`src/rtl/arb_xfer_ctrl.sv`:
```
// rtl/arb_xfer_ctrl.sv - burst transfer controller behind a 4-way round-robin arbiter (optional stall abort: ARB_XFER_TIMEOUT_EN)
module arb_xfer_ctrl #(
    parameter int DATA_W         = 8,
    parameter int LEN_W          = 2,
    parameter int TIMEOUT_CYCLES = 16
) (
    input  logic                clock,
    input  logic                reset,
    input  logic [3:0]          grant,
    output logic                arb_ack,
    input  logic [3:0]          src_valid,
    input  logic [4*DATA_W-1:0] src_data,
    input  logic [4*LEN_W-1:0]  src_len,
    output logic [3:0]          src_ready,
    output logic                dst_valid,
    output logic [DATA_W-1:0]   dst_data,
    input  logic                dst_ready,
    output logic                dst_last,
    output logic [1:0]          dst_owner,
`ifdef ARB_XFER_TIMEOUT_EN
    output logic                busy,
    output logic                timeout_err
`else
    output logic                busy
`endif
);

    typedef enum logic [1:0] {
        ST_IDLE    = 2'd0,
        ST_XFER    = 2'd1,
        ST_RELEASE = 2'd2
    } state_t;

    state_t             state_q, state_d;
    logic [1:0]         owner_q, owner_d;
    logic [LEN_W-1:0]   len_q, len_d;
    logic [LEN_W-1:0]   cnt_q, cnt_d;
    logic               beat;

`ifdef ARB_XFER_TIMEOUT_EN
    localparam int STALL_W = $clog2(TIMEOUT_CYCLES + 1);
    logic [STALL_W-1:0] stall_q, stall_d;
    logic               tmo_q, tmo_d;
`endif

    // Lowest set bit wins when the arbiter ever presents more than one grant bit
    function automatic logic [1:0] low_idx(input logic [3:0] g);
        logic [1:0] idx;
        idx = 2'd0;
        for (int i = 3; i >= 0; i--) begin
            if (g[i]) idx = 2'(i);
        end
        return idx;
    endfunction

    // State, ownership and beat bookkeeping registers
    always_ff @(posedge clock) begin
        if (reset) begin
            state_q <= ST_IDLE;
            owner_q <= 2'd0;
            len_q   <= '0;
            cnt_q   <= '0;
`ifdef ARB_XFER_TIMEOUT_EN
            stall_q <= '0;
            tmo_q   <= 1'b0;
`endif
        end else begin
            state_q <= state_d;
            owner_q <= owner_d;
            len_q   <= len_d;
            cnt_q   <= cnt_d;
`ifdef ARB_XFER_TIMEOUT_EN
            stall_q <= stall_d;
            tmo_q   <= tmo_d;
`endif
        end
    end

    // Next-state logic and the owner's combinational pass-through datapath
    always_comb begin
        state_d   = state_q;
        owner_d   = owner_q;
        len_d     = len_q;
        cnt_d     = cnt_q;
        arb_ack   = 1'b0;
        src_ready = 4'b0000;
        dst_valid = 1'b0;
        dst_data  = '0;
        dst_last  = 1'b0;
        beat      = 1'b0;
`ifdef ARB_XFER_TIMEOUT_EN
        stall_d   = stall_q;
        tmo_d     = tmo_q;
`endif
        case (state_q)
            ST_IDLE: begin
                if (|grant) begin
                    owner_d = low_idx(grant);
                    len_d   = src_len[owner_d*LEN_W +: LEN_W];
                    cnt_d   = '0;
                    state_d = ST_XFER;
`ifdef ARB_XFER_TIMEOUT_EN
                    stall_d = '0;
`endif
                end
            end
            ST_XFER: begin
                dst_valid          = src_valid[owner_q];
                dst_data           = src_data[owner_q*DATA_W +: DATA_W];
                src_ready[owner_q] = dst_ready;
                dst_last           = (cnt_q == len_q);
                beat               = dst_valid && dst_ready;
                if (beat) begin
                    // The final beat leaves the state, so the count never wraps
                    if (dst_last) state_d = ST_RELEASE;
                    else          cnt_d   = cnt_q + LEN_W'(1);
`ifdef ARB_XFER_TIMEOUT_EN
                    stall_d = '0;
`endif
                end
`ifdef ARB_XFER_TIMEOUT_EN
                else if (stall_q == STALL_W'(TIMEOUT_CYCLES - 1)) begin
                    // Abort the stalled burst; the arbiter still gets its ack
                    state_d = ST_RELEASE;
                    tmo_d   = 1'b1;
                    stall_d = '0;
                end else begin
                    stall_d = stall_q + STALL_W'(1);
                end
`endif
            end
            ST_RELEASE: begin
                arb_ack = 1'b1;
                state_d = ST_IDLE;
            end
            default: begin
                state_d = ST_IDLE;
            end
        endcase
    end

    // Status outputs derived from registered state
    always_comb begin
        busy      = (state_q != ST_IDLE);
        dst_owner = owner_q;
`ifdef ARB_XFER_TIMEOUT_EN
        timeout_err = tmo_q;
`endif
    end

endmodule

```
`config.mk`:
```
export PLATFORM = sky130hd
export DESIGN_NAME = arb_xfer_ctrl
export DESIGN_NICKNAME = d
export VERILOG_FILES = /design/src/rtl/arb_xfer_ctrl.sv
export SDC_FILE = /design/constraint.sdc
export NUM_CORES = 1
export LEC_CHECK = 0
export CAP_MARGIN = 20
export CORE_MARGIN = 8
export CORE_UTILIZATION = 28
export DETAILED_ROUTE_END_ITERATION = 10
export PLACE_DENSITY = 0.8
export SYNTH_ARGS = -nofsm -noshare
export SYNTH_HDL_FRONTEND = slang
export SYNTH_SLANG_ARGS = --single-unit
```
`constraint.sdc`:
```
create_clock -name clock -period 1.6 [get_ports clock]
set_input_delay 0.32 -clock clock [delete_from_list [all_inputs] [get_ports clock]]
set_output_delay 0.32 -clock clock [all_outputs]
set_load 0.005 [all_outputs]
```
==> flow_summary_export.csv <==
group,metric,value,unit
run_status,status,"complete, but fails checks",
run_status,violations,"setup timing",
critical_path,cp.required,1.28,ns
floorplanning,die_h,69.3,microns
floorplanning,coreArea,2730,sq um
synthesis,yosysMostFrequentCell,"and2_1",
clock_tree,cts_tree,"built",
critical_path,cp-end-kind,"output pin",
synthesis,synthSimpleGateAreaFrac,0.308,
critical_path,cp.arrival,1.52,ns
drt,via_per_inst,5.07,
sta,drv_slew,0,
clock_tree,cts_hold_buf,0,
hold_path,min_path_cells,2,
synthesis,synth_top_area_frac,0.201,
sta,fin_ws,-0.237,ns
grt,use_met1,0.151,
synthesis,synthFlopType,"dfxtp_1",
synthesis,synth_xor_xnor_area_share,0.0220,
hold_path,hold_class,"register to register",
drt,antenna_left,0,
place,dp_hpwl,2930,microns
clock_tree,cts_root_buffer,"clkbuf_4",
synthesis,ys_types,33,
place,gp_congestion,0.745,
drt,wl_per_cell,16.8,microns
clock_tree,cts.sinks,8,
sta,hold_viol,0,
critical_path,r2r_cells,6,
grt,grt_usage,0.141,
power_and_ir_drop,power_leakage,0.766,nW
drt,remaining_drc_errors,0,
sta,setup_viol,11,
cells_and_area,nets,233,
critical_path,r2r_slack,-0.10,ns
critical_path,crit_fanout,7,
synthesis,ys_ff_latch,8,
synthesis,synthTopCellsByArea,"dfxtp_1 (20%), mux4_2 (20%), and2_1 (7.9%), mux4_1 (6.6%), a21boi_0 (3.8%)",
grt,use_met2,0.264,
synthesis,synthCells,88,
drt,finalWirelength,3550,microns
synthesis,yosys-mux-area-fraction,0.264,
clock_tree,h-tree-depth,1,
grt,top_usage_layer,"met2",
sta,rsz0062_at_grt,"true",
critical_path,worstSetupStartpointType,"register",
clock_tree,clock_latency,0.25,ns
clock_tree,numCtsBuffers,3,
synthesis,synth_compound_area_frac,0.156,
synthesis,synth_edf_count,0,
synthesis,syn-num-nets,139,
grt,grt_overflow_total,0,
place,portBuffers,68,
synthesis,post-synth-top-area-cell,"dfxtp_1",
synthesis,synth_fa_ha_area_frac,0,
power_and_ir_drop,max-vdd-ir-drop,0.296,mV
cells_and_area,drive_above_1_share,0.400,
clock_tree,clkSlewWorstSetupHoldPaths,0.05,ns
power_and_ir_drop,powerDensity,473,nW/um^2
sta,worst_pin_slew,0.304,ns
synthesis,synth_commonest_cells,"and2_1 (10), dfxtp_1 (8), mux4_2 (7)",
drt,firstDrtPassIters,4,
cells_and_area,syn_to_final_growth,122,%
critical_path,path_class,"register to output pin",
floorplanning,rows,19,
floorplanning,io_pins,69,
synthesis,yosysSeqAreaShare,0.201,
drt,routed-via-count,1069,
critical_path,reg2reg_from,"dst_owner[0]$_SDFFE_PP0P_",
hold_path,holdPathEnd,"len_q[0]$_SDFFE_PP0P_",
floorplanning,die_w,69.3,microns
grt,use_met3,0.0300,
hold_path,min_from,"len_q[0]$_SDFFE_PP0P_",
drt,drt_iter0_markers,46,
synthesis,ys.warnings.count,0,
sta,timing.setup.tns,-1.88,ns
synthesis,synth_top_family_by_area,"simple AND/OR/NAND/NOR gates",
sta,final.min_clock_period,1.84,ns
grt,grt_max_degree,12,
cells_and_area,diodes,0,
grt,grt_pass1_vias,1195,
job,cap_violations,0,
grt,antenna_found_initial,0,
clock_tree,clock_path_buffers,2,
critical_path,r2r_end,"cnt_q[1]$_SDFFE_PP0P_",
sta,maxSlewHeadroom,0.797,
sta,clock-skew-final,0.00229,ns
floorplanning,die-area,4800,sq um
synthesis,synthArstFlopShare,0,
grt,grt_pass1_wl,5630,microns
synthesis,synth.avg_cell_area,9.04,sq um
sta,max_freq,544,MHz
sta,period_share,1.15,
sta,worst_hold_slack,0.494,ns
synthesis,netlist_area,796,sq um
floorplanning,start_util,0.291,
layer usage:
metal,wire length [microns],vias to the layer above
met5,0,-
met4,36,0
met3,272,4
met2,1880,56
met1,1360,493
li1,-,516
power breakdown:
group | switching (mW) | leakage, nW | internal [mW] | total (mW)
clock | 0.0601 | 0.0138 | 0.0852 | 0.145
combinational | 0.155 | 0.685 | 0.313 | 0.468
sequential | 0.00809 | 0.0675 | 0.212 | 0.220
total | 0.223 | 0.766 | 0.610 | 0.833
cell type report:
class / instances / area [sq um]
timing repair buffer: 95 / 880
multi-input combinational: 72 / 647
fill: 227 / 971
tap: 31 / 38.8
clock buffer: 3 / 22.5
sequential: 8 / 168
inverter: 2 / 7.51
stage by stage:
stage | instances | instance area, sq um | utilization | power, mW | setup slack (ns)
floorplan | 88 | 802 | - | 0.370 | 0.0258
global placement | 206 | 1680 | 0.616 | 0.638 | -0.522
detailed placement | 206 | 1680 | 0.616 | 0.652 | -0.571
CTS | 210 | 1700 | 0.620 | 0.801 | -0.242
global route | 211 | 1760 | 0.645 | 0.886 | -0.290
finish | 211 | 1760 | 0.645 | 0.833 | -0.237
state kept, by name (all words and copies together) (netlist names):
register	cells
len_q	2
cnt_q	2
dst_owner	2
state_q	2
cells in the final DEF, fill, tap and decap left out, types with 2 or more instances in the layout:
cell,netlist,layout
clkdlybuf4s50_1,0,49
buf_4,0,24
mux4_2,7,9
buf_6,1,9
and2_4,0,7
buf_2,1,6
nor2_1,5,4
and3_1,4,4
a21boi_0,4,4
nand2_1,6,4
dfxtp_1,8,4
dlygate4sd2_1,0,4
and2_1,10,3
nor3_1,3,3
nand3_1,3,3
a31oi_1,3,3
a21oi_1,3,3
o21ai_0,4,3
clkbuf_4,0,3
dfxtp_2,0,3
inv_1,2,2
nand2_2,0,2
nor3b_2,0,2
xor2_1,2,2
nor2b_1,2,2
worst max path at each step:
stage / start / end
floorplan: dst_owner[0]$_SDFFE_PP0P_ / dst_data[1]
global placement: src_data[15] / dst_data[7]
detailed placement: src_data[15] / dst_data[7]
CTS: dst_owner[0]$_SDFFE_PP0P_ / dst_valid
global route: dst_owner[0]$_SDFFE_PP0P_ / dst_valid
finish: dst_owner[0]$_SDFFE_PP0P_ / dst_valid
critical path, cell delays in order, from the launching register on:
cell and delay (ns):
dfxtp_4 0.36, buf_12 0.13, mux4_2 0.52, and2_4 0.16
buf_6 0.11
logic make-up (layout without fill, tap and decap cells):
logic type	count (synthesis)	after routing
flops	8	8
compound gates	18	18
simple gates	43	43
xor+xnor	2	2
mux	9	9
buf+inv	8	100
what timing repair did:
item / 4_1_cts / 5_1_grt
pin swaps: 13 / 2
setup endpoints to repair: 23 / 18
resized for setup: 75 / 17
setup buffers: 2 / 1
(Power assumes the default switching activity.)
